### config.mk
export PLATFORM = sky130hd
export DESIGN_NAME = serial_parity_receiver
export DESIGN_NICKNAME = d
export VERILOG_FILES = /design/src/rtl/serial_parity_pkg.sv /design/src/rtl/xor_accumulator.sv /design/src/rtl/serial_parity_receiver.sv
export SDC_FILE = /design/constraint.sdc
export NUM_CORES = 1
export LEC_CHECK = 0
export ABC_AREA = 1
export CAP_MARGIN = 20
export CELL_PAD_IN_SITES_DETAIL_PLACEMENT = 0
export CELL_PAD_IN_SITES_GLOBAL_PLACEMENT = 1
export CORE_MARGIN = 1
export CORE_UTILIZATION = 43
export DETAILED_ROUTE_END_ITERATION = 10
export GPL_TIMING_DRIVEN = 0
export PLACE_DENSITY = 0.88
export SKIP_LAST_GASP = 1
export SYNTH_ARGS = -nofsm -noshare
export SYNTH_HDL_FRONTEND = slang
export SYNTH_SLANG_ARGS = --single-unit
### constraint.sdc
create_clock -name clk -period 2.69 [get_ports clk]
set_input_delay 0.6725 -clock clk [delete_from_list [all_inputs] [get_ports clk]]
set_output_delay 0.6725 -clock clk [all_outputs]
set_load 0.05 [all_outputs]
### src/rtl/serial_parity_pkg.sv
// Shared definitions for the serial parity link (transmitter and receiver).
package serial_parity_pkg;

   // Frame position of the receiver: waiting for bit 0, collecting data, or expecting parity.
   typedef enum logic [1:0] {
      IDLE   = 2'd0,
      DATA   = 2'd1,
      PARITY = 2'd2
   } state_t;

   // Initial accumulator value selecting the expected parity sense.
   localparam bit PARITY_EVEN = 1'b0;
   localparam bit PARITY_ODD  = 1'b1;

endpackage

### src/rtl/xor_accumulator.sv
// One-bit running XOR register used to compute frame parity on both link ends.
// clr restarts the accumulation from INIT; when en is also set, the current
// in_bit is folded into the restarted value in the same cycle.
module xor_accumulator
   import serial_parity_pkg::*;
#(
   parameter bit INIT = PARITY_EVEN
) (
   input  logic clk,
   input  logic rst,
   input  logic clr,
   input  logic en,
   input  logic in_bit,
   output logic acc
);

   // Accumulator register: restart from INIT on clr, XOR in in_bit on en.
   always_ff @(posedge clk or posedge rst) begin
      if (rst) begin
         acc <= INIT;
      end else if (en) begin
         acc <= (clr ? INIT : acc) ^ in_bit;
      end else if (clr) begin
         acc <= INIT;
      end
   end

endmodule

### src/rtl/serial_parity_receiver.sv
// Serial frame receiver: WIDTH data bits LSB first followed by one parity bit.
// Input qualification: a bit is consumed only on a cycle with in_valid=1; there
// is no back-pressure. in_first marks bit 0 of a frame and, if a frame is in
// progress, discards it (out_abort). out_valid/out_abort are single-cycle pulses
// issued one cycle after the bit that caused them; out_data/out_parity_err hold
// until the next completed frame.
module serial_parity_receiver
   import serial_parity_pkg::*;
#(
   parameter int WIDTH      = 8,
   parameter bit PARITY_ODD = 1'b0
) (
   input  logic             clk,
   input  logic             rst,
   input  logic             in_valid,
   input  logic             in_first,
   input  logic             in_bit,
   output logic             out_valid,
   output logic [WIDTH-1:0] out_data,
   output logic             out_parity_err,
   output logic             out_abort
);

   localparam int CNT_W = $clog2(WIDTH + 1);

   state_t             state;
   state_t             state_n;
   logic [CNT_W-1:0]   cnt;
   logic [WIDTH-1:0]   shreg;
   logic               acc;

   // Per-cycle datapath controls decoded by the FSM.
   logic               start;   // in_bit is bit 0 of a new frame
   logic               shift;   // in_bit is a data bit 1..WIDTH-1
   logic               done;    // in_bit is the parity bit
   logic               abort;   // a partial frame is being discarded

   // State register.
   always_ff @(posedge clk or posedge rst) begin
      if (rst) begin
         state <= IDLE;
      end else begin
         state <= state_n;
      end
   end

   // Next-state and datapath control decode; nothing moves without in_valid.
   always_comb begin
      state_n = state;
      start   = 1'b0;
      shift   = 1'b0;
      done    = 1'b0;
      abort   = 1'b0;
      if (in_valid) begin
         case (state)
            IDLE: begin
               if (in_first) begin
                  start   = 1'b1;
                  state_n = DATA;
               end
            end
            DATA: begin
               if (in_first) begin
                  abort   = 1'b1;
                  start   = 1'b1;
                  state_n = DATA;
               end else begin
                  shift = 1'b1;
                  if (cnt == CNT_W'(WIDTH - 1)) begin
                     state_n = PARITY;
                  end
               end
            end
            PARITY: begin
               if (in_first) begin
                  abort   = 1'b1;
                  start   = 1'b1;
                  state_n = DATA;
               end else begin
                  done    = 1'b1;
                  state_n = IDLE;
               end
            end
            default: begin
               state_n = IDLE;
            end
         endcase
      end
   end

   // Bit counter: number of data bits collected in the current frame.
   always_ff @(posedge clk or posedge rst) begin
      if (rst) begin
         cnt <= '0;
      end else if (start) begin
         cnt <= CNT_W'(1);
      end else if (shift) begin
         cnt <= cnt + CNT_W'(1);
      end else if (done) begin
         cnt <= '0;
      end
   end

   // Shift register: bits enter at the MSB so bit 0 lands at the LSB after WIDTH bits.
   always_ff @(posedge clk or posedge rst) begin
      if (rst) begin
         shreg <= '0;
      end else if (start) begin
         shreg <= {in_bit, {(WIDTH - 1){1'b0}}};
      end else if (shift) begin
         shreg <= {in_bit, shreg[WIDTH-1:1]};
      end
   end

   // Running parity over the data bits, seeded with the expected parity sense.
   xor_accumulator #(
      .INIT (PARITY_ODD)
   ) u_acc (
      .clk    (clk),
      .rst    (rst),
      .clr    (start),
      .en     (start | shift),
      .in_bit (in_bit),
      .acc    (acc)
   );

   // Output registers: pulses for one cycle, word and error held until the next frame.
   always_ff @(posedge clk or posedge rst) begin
      if (rst) begin
         out_valid      <= 1'b0;
         out_abort      <= 1'b0;
         out_data       <= '0;
         out_parity_err <= 1'b0;
      end else begin
         out_valid <= done;
         out_abort <= abort;
         if (done) begin
            out_data       <= shreg;
            out_parity_err <= acc ^ in_bit;
         end
      end
   end

endmodule
== After elaboration in Yosys (flattened, before gate mapping) ==
Index checks and enable logic that the tools add are counted.

* $add $sub $neg: 1
* Equal/unequal tests: 5
* Multiplexer cells: 22
* Bitwise gates (word level): 3
* Reduce and logical (&&, ||, !) cells: 6

{| class="wikitable"
|+ Operators with widths
! operator !! count
|-
| 8-bit 2-to-1 mux || 2
|-
| 1-bit 2-to-1 mux || 13
|-
| 4-bit 2-to-1 mux || 3
|-
| 2-bit 2-to-1 mux || 3
|-
| 2-bit case mux with 3 select lines || 1
|-
| 4-bit by 1-bit adder with 4-bit output (second input constant) || 1
|-
| 4-bit by 3-bit == test with 1-bit output (second input constant) || 1
|-
| 3-bit inequality test (second input constant) || 1
|-
| 3-bit AND reduction || 1
|-
| 3-bit nonzero test || 1
|-
| 3-bit OR reduction || 1
|-
| 2-bit by 1-bit == test with 1-bit output (second input constant) || 1
|-
| 2-bit == test (second input constant) || 1
|-
| 2-bit logical NOT || 1
|-
| 2-bit inequality test (second input constant) || 1
|-
| 2-bit nonzero test || 1
|-
| 2-bit OR reduction || 1
|-
| 1-bit XOR || 2
|-
| 1-bit bitwise OR || 1
|}

* Register bits: 26
* Output and inout port bits: 11

== Logic depth before layout (Yosys ltp) ==
Gate-level depths: netlist of run 1.

* Depth in word-level cells: 7
* Mapped depth: 8

== Cells and area by module ==
Synthesis of run 1 repeated with hierarchy kept, for this count alone.

* Cells, all modules: 135
* Area total of the unflattened synthesis: 1267.5 um^2

{| class="wikitable"
|+ By module, submodules not included
! module !! instances !! cells an instance !! area each (um^2)
|-
| serial_parity_receiver || 1 || 126 || 1211.2
|-
| xor_accumulator || 1 || 9 || 56.3
|}

== Worst setup path before layout of run 1 ==
OpenSTA, ideal clock, no wires.

* Path kind: input -> register
* Start: in in_valid
* End: reg u_acc.acc
* Library setup time: 0.113 ns
* Arrival time: 1.361 ns
* Required time: 2.577 ns
* Path slack: 1.216 ns
* Stages on the path: 7
* Path through: clkbuf_2 -> nand3_1 -> nand2_4 -> buf_6 -> nand3_2 -> nand2_1 -> inv_1

* Word-level cells in the longest chain between the ends: 4
* Elaborated cells between the ends (all ways): 6
* Classes of those cells: mux: 4; bitwise: 2

{| class="wikitable"
|+ RTL lines
! what !! line !! RTL
|-
| start, declared || serial_parity_receiver.sv:15 || <nowiki>input logic in_valid,</nowiki>
|-
| 1-bit 2-to-1 mux || serial_parity_receiver.sv:54 || <nowiki>if (in_valid) begin</nowiki>
|-
| 1-bit 2-to-1 mux || xor_accumulator.sv:22 || <nowiki>acc <= (clr ? INIT : acc) ^ in_bit;</nowiki>
|-
| 1-bit XOR || xor_accumulator.sv:22 ||
|-
| 1-bit 2-to-1 mux (*) || xor_accumulator.sv:21 || <nowiki>end else if (en) begin</nowiki>
|-
| end signal, assigned || xor_accumulator.sv:22 ||
|-
| end, declared || xor_accumulator.sv:14 || <nowiki>output logic acc</nowiki>
|}

Every way passes the cells marked *; elsewhere a longest branch is shown, timed or not.
A chain may end at the register's enable or synchronous reset.

== Worst setup path after layout of run 1 ==
* Start: reg out_data[0]
* End: out out_data[0]

{| class="wikitable"
|+ RTL lines
! what !! line !! RTL
|-
| start, declared || serial_parity_receiver.sv:19 || <nowiki>output logic [WIDTH-1:0] out_data,</nowiki>
|-
| start signal, assigned || serial_parity_receiver.sv:138 || <nowiki>out_data <= shreg;</nowiki>
|}

No word-level cell between the ends.

==> results of run 1 <==
## path summary, 6_finish.rpt
check | from | end | slack [ns] | cells past startpoint
min in group asynchronous | rst | shreg[0] | 0.61 | 2
setup / recovery | out_data[0] | out_data[0] | 0.51 | 1
hold reg to reg | cnt[3] | cnt[3] | 0.49 | 2
hold / removal | cnt[3] | cnt[3] | 0.49 | 2
max in group asynchronous | rst | out_abort | 1.65 | 3
setup reg to reg | state[0] | out_data[0] | 1.20 | 5
## synthesized netlist by cell type (all sizes together)
library cell	count
nand2	40
dfrtp	26
inv	23
o21ai	10
nand3	7
nor2	7
o22ai	7
ha	6
buf	2
a21oi	1
clkbuf	1
nand3b	1
nor3	1
xnor2	1
xor2	1
## kinds of logic after synthesis
kind of cell / Yosys count / synth area share
adder cells (fa/ha/maj): 6 / 0.0619
XOR/XNOR: 2 / 0.0145
flip-flops: 26 / 0.537
AO/OA/AOI/OAI: 18 / 0.0815
AND/OR/NAND/NOR: 56 / 0.212
buffers and inverters: 26 / 0.0939
## power by group through the flow
| stage | logic (mW) | clock network [mW] | registers [mW] |
|---|---|---|---|
| detailed placement | 0.584 | 0 | 0.568 |
| global route | 0.652 | 0.296 | 0.577 |
| finish | 0.585 | 0.269 | 0.557 |
| CTS | 0.588 | 0.277 | 0.559 |
| floorplan | 0.254 | 0 | 0.726 |
| global placement | 0.573 | 0 | 0.559 |
## area by class of cell
class / instances / area (um2) / share of cell area
multi-input combinational: 82 / 448 / 0.305
clock inverter: 1 / 30.0 / 0.0204
sequential: 26 / 651 / 0.443
inverter: 23 / 86.3 / 0.0587
timing repair buffer: 15 / 168 / 0.114
buffer: 3 / 27.5 / 0.0187
tap: 30 / 37.5 / 0.0255
clock buffer: 3 / 22.5 / 0.0153
## layer usage
layer | vias up | wire (um)
li1 | 456 | -
met5 | - | 0
met1 | 409 | 1010
met4 | 0 | 29
met2 | 13 | 942
met3 | 4 | 67
## registers in the layout, summed over array words and instances, names as in the netlist
register	count
state	2
cnt	4
out_valid	1
out_data	8
shreg	8
out_abort	1
u_acc.acc	1
out_parity_err	1
## through the flow
step / std cells / utilization / hold WS (ns) / area [um2] / power [mW]
final: 183 / 0.573 / 0.495 / 1470 / 1.41
after global placement: 178 / 0.541 / 0.458 / 1390 / 1.13
after CTS: 182 / 0.562 / 0.498 / 1440 / 1.42
after detailed placement: 178 / 0.541 / 0.464 / 1390 / 1.15
after floorplan: 134 / - / 0.442 / 1210 / 0.981
after global routing: 183 / 0.573 / 0.535 / 1470 / 1.53
==> flow_summary.json, run 1 <==
{
  "die_w_um": 55.1,
  "grt.total_usage": 0.167,
  "place_congestion": 0.726,
  "tns_ns": 0,
  "yosys.cell_types.count": 21,
  "leakage_nw": 0.742,
  "layout-drive-gt1-share": 0.0980,
  "gr-total-overflow": 0,
  "dieArea_um2": 3040,
  "placementRows": 18,
  "synth_top_cell_area_share": 0.537,
  "avgSynthCellArea_um2": 9.05,
  "cts_tree": "yes",
  "cp.required_ns": 2.02,
  "outcome": "completed",
  "cpPeakStageDelay_ns": 0.81,
  "p_seq_frac": 0.395,
  "p_int_uw": 848,
  "post_drt_wl_per_cell_um": 11.2,
  "worst_path_max_delay_cell": "clkdlybuf4s50_1",
  "grt_pass1_vias": 829,
  "grtUsageMet1": 0.206,
  "timing.slew.headroom": 0.668,
  "fill_cells": 233,
  "clkLatencyLatePin_ns": 0.32,
  "p_comb_frac": 0.415,
  "postRouteAntennaNets": 0,
  "cts_htree_levels": 1,
  "finalCritPeriodShare": 0.811,
  "peakVddDrop_mv": 0.649,
  "power-per-cell-area_nw_per_um2": 960,
  "critical_path.max_fanout": 2,
  "cts.path.max_buffers": 2,
  "hp-class": "register to register",
  "die_y_um": 55.1,
  "grtUsageMet3": 0.0410,
  "synth_nets": 145,
  "drt-pass1-iter-count": 4,
  "synth_cells": 134,
  "syn_to_final_growth_pct": 21.3,
  "cts_made_buffers": 3,
  "post_cts_resize_count": 0,
  "grt_pass1_wl_um": 3480,
  "slew_viol_final": 0,
  "layout_common_cells": "nand2_1, dfrtp_1, inv_1",
  "portBuffers": 14,
  "power.switching_uw": 563,
  "clockPowerShare": 0.191,
  "antenna_found_initial": 0,
  "grt_max_degree": 27,
  "path_clk_slew_ns": 0.15,
  "post_cts_buffers": 0,
  "endpoint_kind": "output port",
  "cts_sinks": 26,
  "cap_viol_max_count": 0,
  "place_hpwl_um": 1520,
  "finalWirelength_um": 2050,
  "root_buffer": "clkbuf_4",
  "initial_core_util": 0.472,
  "worst-path-buf-inv": 1,
  "worst_ep_arrival_time_ns": 1.51,
  "finalNetCount": 165,
  "yosysWarnings": 0,
  "ys_seq_area_frac": 0.537,
  "synth_area_leaders": "dfrtp_1, nand2_1, inv_1",
  "setup_viol": 0,
  "cp-start-kind": "register",
  "mostFrequentLayoutCell": "nand2_1",
  "pre_cts_slack_ns": 0.576,
  "grt.busiest_layer": "met2",
  "avgViaCountPerCell": 4.82,
  "pin_count": 16,
  "yosysTopAreaCell": "dfrtp_1",
  "synth-seq-cells": 26,
  "crit_family": "buffers and inverters",
  "path_cells": "clkdlybuf4s50_1",
  "hold_viol_final": 0,
  "skew_ns": 0.0103,
  "use_met2": 0.265,
  "min_period_ns": 2.18,
  "drt-initial-drc-count": 5,
  "drc": 0,
  "syn_area_um2": 1210,
  "coreArea_um2": 2570,
  "n_antenna_cell": 0,
  "rsz0062_at_grt": "no",
  "path_class": "register to output port",
  "layout_setup_ws_ns": 0.509,
  "tightest_slew_ns": 0.496,
  "fmax_mhz": 459,
  "hold_buffers": 0,
  "via_count": 882,
  "switching_share": 0.399
}
Power figures use the tool's default switching activity.
==> run 2: changes to the inputs <==
CORE_UTILIZATION = 40   (was 43)
PLACE_DENSITY = 0.83   (was 0.88)
clock period = 2.25 ns   (was 2.69 ns; I/O delays follow)
==> run 2 against run 1 <==
The run now ends with DRC left. Clock power decreased by 15%. First-iteration DRC count increased to 3.4 times the previous value. Non-clock buffer count unchanged. Critical path type unchanged. Critical endpoint is now out_data[1]. Largest cell class unchanged. Largest power group unchanged.
==> flow_summary.json, run 2 (same netlist as run 1, synthesis figures left out) <==
{
  "outcome": "finished with violations",
  "violations": "DRC",
  "tns_ns": 0,
  "p_comb_frac": 0.440,
  "cts_tree": "yes",
  "clkLatencyLatePin_ns": 0.31,
  "path_cells": "clkdlybuf4s50_1",
  "p_seq_frac": 0.416,
  "post_drt_wl_per_cell_um": 10.3,
  "root_buffer": "clkbuf_4",
  "drt-pass1-iter-count": 7,
  "syn_to_final_growth_pct": 20.0,
  "mostFrequentLayoutCell": "nand2_1",
  "grt.total_usage": 0.142,
  "antenna_found_initial": 0,
  "placedInstanceArea_um2": 1390,
  "leakage_nw": 0.735,
  "die_w_um": 57.1,
  "endpoint_kind": "output port",
  "gr-total-overflow": 0,
  "slew_viol_final": 0,
  "cts_htree_levels": 1,
  "power-per-cell-area_nw_per_um2": 1090,
  "critical_path.max_fanout": 2,
  "grt_pass1_vias": 849,
  "cts.path.max_buffers": 2,
  "n_antenna_cell": 0,
  "cp-start-kind": "register",
  "initial_core_util": 0.432,
  "place_congestion": 0.806,
  "clockPowerShare": 0.144,
  "reg.largest.list": "out_data x8, shreg x8, cnt x4",
  "layout-drive-gt1-share": 0.0980,
  "via_count": 870,
  "worst_ep_arrival_time_ns": 1.48,
  "path_clk_slew_ns": 0.13,
  "postRouteAntennaNets": 0,
  "post_cts_buffers": 0,
  "timing.slew.headroom": 0.666,
  "cp.required_ns": 1.69,
  "tightest_slew_ns": 0.499,
  "cpPeakStageDelay_ns": 0.80,
  "placementRows": 19,
  "place_hpwl_um": 1470,
  "worst-path-buf-inv": 1,
  "hold_viol_final": 0,
  "grt_max_degree": 27,
  "cts_sinks": 26,
  "grt_pass1_wl_um": 3480,
  "rsz0062_at_grt": "no",
  "avgViaCountPerCell": 4.73,
  "post_cts_resize_count": 0,
  "finalNetCount": 165,
  "min_period_ns": 2.05,
  "portBuffers": 14,
  "switching_share": 0.411,
  "crit_family": "buffers and inverters",
  "dieArea_um2": 3260,
  "layout_common_cells": "nand2_1, dfrtp_1, inv_1",
  "design_area_um2": 1460,
  "finalCritPeriodShare": 0.909,
  "skew_ns": 0.00419,
  "cap_viol_max_count": 0,
  "drc": 2,
  "finalWirelength_um": 1890,
  "power.switching_uw": 652,
  "p_int_uw": 933,
  "drt-initial-drc-count": 17,
  "hold_buffers": 0,
  "setup_viol": 0,
  "worst_path_max_delay_cell": "clkdlybuf4s50_1",
  "peakVddDrop_mv": 0.431,
  "pin_count": 16,
  "fin_hold_ws_ns": 0.464,
  "path_class": "register to output port",
  "coreArea_um2": 2810,
  "fmax_mhz": 489,
  "cts_made_buffers": 3,
  "hp-class": "input pin to asynchronous set/reset pin",
  "die_y_um": 57.1
}
[run 2: metrics by stage]
| stage | total power, mW | cells | setup slack (ns) | util |
|---|---|---|---|---|
| 2_1_floorplan | 1.17 | 134 | 0.886 | - |
| 3_3_place_gp | 1.35 | 179 | 0.330 | 0.496 |
| 3_5_place_dp | 1.37 | 179 | 0.289 | 0.496 |
| 4_1_cts | 1.60 | 183 | 0.187 | 0.509 |
| 5_1_grt | 1.71 | 184 | 0.134 | 0.519 |
| 6_report | 1.59 | 184 | 0.205 | 0.519 |
[run 2: final timing paths]
check	startpoint	endpoint	slack, ns	cells after the start
worst max-delay path	out_data[1]	out_data[1]	0.20	1
worst min-delay path	rst	cnt[3]	0.46	2
worst max register to register	state[1]	u_acc.acc	0.80	8
worst min register to register	cnt[3]	cnt[3]	0.49	2
max in group asynchronous	rst	shreg[3]	1.40	3
min in group clk	cnt[3]	cnt[3]	0.49	2
[run 2: power groups by stage]
stage / registers [mW] / logic [mW] / clock network [mW]
global placement: 0.668 / 0.682 / 0
finish: 0.660 / 0.697 / 0.228
detailed placement: 0.672 / 0.700 / 0
global route: 0.680 / 0.772 / 0.259
floorplan: 0.868 / 0.304 / 0
CTS: 0.662 / 0.702 / 0.239
[run 2: area by class of cell]
cell class | count | area [um2]
clock buffers | 4 | 36.3
flip-flops and latches | 26 | 651
repair buffers | 15 | 168
inverters | 23 | 86.3
well taps | 31 | 38.8
multi-input cells | 82 | 448
fillers | 281 | 1350
plain buffers | 3 | 27.5
[run 2: per-layer routing]
metal / routed length, um / track usage / share of wire
met4: 24 / 0.0732 / 0.013
met1: 888 / 0.182 / 0.47
met5: 0 / 0 / 0
met3: 47 / 0.0272 / 0.025
met2: 931 / 0.229 / 0.49
==> run 3: changes to the inputs <==
CORE_UTILIZATION = 42   (was 40)
CTS_BUF_LIST = sky130_fd_sc_hd__clkbuf_2   (was not set)
PLACE_DENSITY = 0.87   (was 0.83)
==> run 3 against run 2 <==
The flow now finishes without violations. Maximum frequency fell by 3.3%. Register-to-register slack about the same. Via count increased by 1.4%. Sequential cell count unchanged. First-iteration DRC count is 18% lower. Die area is 4.6% lower. Utilization is 0.29 points lower. Worst hold slack gained 0.053 ns. Critical path depth is the same. Critical path type unchanged. Largest cell class unchanged.
==> flow_summary.json, run 3 (same netlist as run 1, synthesis figures left out) <==
{
  "tightest_slew_ns": 0.953,
  "drc": 0,
  "post_cts_resize_count": 0,
  "place_congestion": 0.743,
  "hold_buffers": 0,
  "endpoint_kind": "output port",
  "placementRows": 19,
  "post_drt_wl_per_cell_um": 10.6,
  "die_y_um": 55.7,
  "postRouteAntennaNets": 0,
  "drt-pass1-iter-count": 4,
  "gr-total-overflow": 0,
  "hold_viol_final": 0,
  "ff2ff_path_depth": 8,
  "coreArea_um2": 2730,
  "reg.largest.list": "out_data x8, shreg x8, cnt x4",
  "power-per-cell-area_nw_per_um2": 1080,
  "rr_startpoint": "state[1]",
  "worst_path_max_delay_cell": "clkdlybuf4s50_1",
  "cts_made_buffers": 3,
  "path_cells": "clkdlybuf4s50_1",
  "drt-initial-drc-count": 14,
  "avgViaCountPerCell": 4.82,
  "fmax_mhz": 473,
  "worst-path-buf-inv": 1,
  "cp.required_ns": 1.69,
  "die_w_um": 55.7,
  "pin_count": 16,
  "cp.depth": 1,
  "layout_common_cells": "nand2_1, dfrtp_1, inv_1",
  "tns_ns": 0,
  "initial_core_util": 0.443,
  "layout-drive-gt1-share": 0.0855,
  "setup_viol": 0,
  "cap_viol_max_count": 0,
  "finalCritPeriodShare": 0.940,
  "worst_ep_arrival_time_ns": 1.55,
  "grt_pass1_vias": 799,
  "portBuffers": 14,
  "cts.path.max_buffers": 2,
  "peakVddDrop_mv": 0.666,
  "r2r-end": "u_acc.acc",
  "clkLatencyLatePin_ns": 0.34,
  "syn_to_final_growth_pct": 16.3,
  "antenna_found_initial": 0,
  "fill_cells": 270,
  "mostFrequentLayoutCell": "nand2_1",
  "finalNetCount": 164,
  "finalWirelength_um": 1940,
  "path_clk_slew_ns": 0.23,
  "final_util": 0.516,
  "slew_viol_final": 0,
  "cts_tree": "yes",
  "cts_sinks": 26,
  "r2r_slack_ns": 0.80,
  "grt_max_degree": 27,
  "skew_ns": 0.0135,
  "hp-class": "input pin to register",
  "grt_pass1_wl_um": 3360,
  "crit_family": "buffers and inverters",
  "rsz0062_at_grt": "no",
  "path_class": "register to output port",
  "place_hpwl_um": 1450,
  "grt.total_usage": 0.138,
  "cts_htree_levels": 1,
  "outcome": "completed",
  "timing.slew.headroom": 0.364,
  "min_period_ns": 2.12,
  "critical_path.max_fanout": 2,
  "critPathLaunch": "out_parity_err",
  "post_cts_buffers": 0,
  "cp-start-kind": "register",
  "crit_end": "out_parity_err",
  "dieArea_um2": 3110,
  "root_buffer": "clkbuf_2",
  "via_count": 882,
  "leakage_nw": 0.715,
  "cpPeakStageDelay_ns": 0.80,
  "n_antenna_cell": 0
}
==> run 3: changes by cell type in the layout (fill, tap and decap cells not counted) <==
| cell | before | now |
|---|---|---|
| clkbuf_2 | 1 | 4 |
| clkbuf_4 | 3 | 0 |
| buf_16 | 1 | 0 |
| clkbuf_8 | 1 | 0 |
| clkinv_1 | 0 | 1 |
==> run 3: where the power goes <==
part           total (mW)  switching [mW]  internal [mW]
combinational       0.688           0.444          0.243
sequential          0.665          0.0799          0.585
clock               0.169           0.131         0.0386
==> run 3: worst min-delay path by stage <==
stage,depth (start not counted),from,to,slack (ns)
finish,3,in_valid,out_abort,0.52
global route,3,in_valid,out_abort,0.50
CTS,3,in_valid,out_abort,0.50
detailed placement,2,cnt[3],cnt[3],0.47
global placement,2,cnt[3],cnt[3],0.46
floorplan,2,cnt[3],cnt[3],0.44
==> run 3: area by class of cell <==
class / count / area (um2) / share of cell area
Inverter: 23 / 86.3 / 0.0612
Clock buffer: 3 / 15.0 / 0.0106
Multi-Input combinational cell: 82 / 448 / 0.318
Sequential cell: 26 / 651 / 0.461
Clock inverter: 1 / 3.75 / 0.00266
Buffer: 3 / 27.5 / 0.0195
Timing Repair Buffer: 14 / 140 / 0.0994
Tap cell: 31 / 38.8 / 0.0275
==> run 3: metrics by stage <==
step	area [um2]	hold slack [ns]	setup WS [ns]	total power, mW	std cells
3_5_place_dp	1390	0.468	0.299	1.37	179
5_1_grt	1410	0.498	0.0503	1.64	183
4_1_cts	1410	0.503	0.111	1.54	183
3_3_place_gp	1390	0.456	0.325	1.35	179
6_report	1410	0.518	0.134	1.52	183
2_1_floorplan	1210	0.442	0.886	1.17	134
==> run 3: per-layer routing <==
layer  vias to the layer above  share of wire  global-route usage  wire length [um]
met5                         -              0                   0                 0
met4                         0          0.014              0.0536                27
met1                       399           0.48               0.167               936
met3                         4          0.045              0.0279                88
met2                        21           0.46               0.239               883
li1                        458              -                   -                 -
==> run 3: tightest hold or removal path: cells and delay by family <==
kind                   cells  cell delay (ns)
buffers and inverters      1             0.15
AND/OR/NAND/NOR            2             0.15
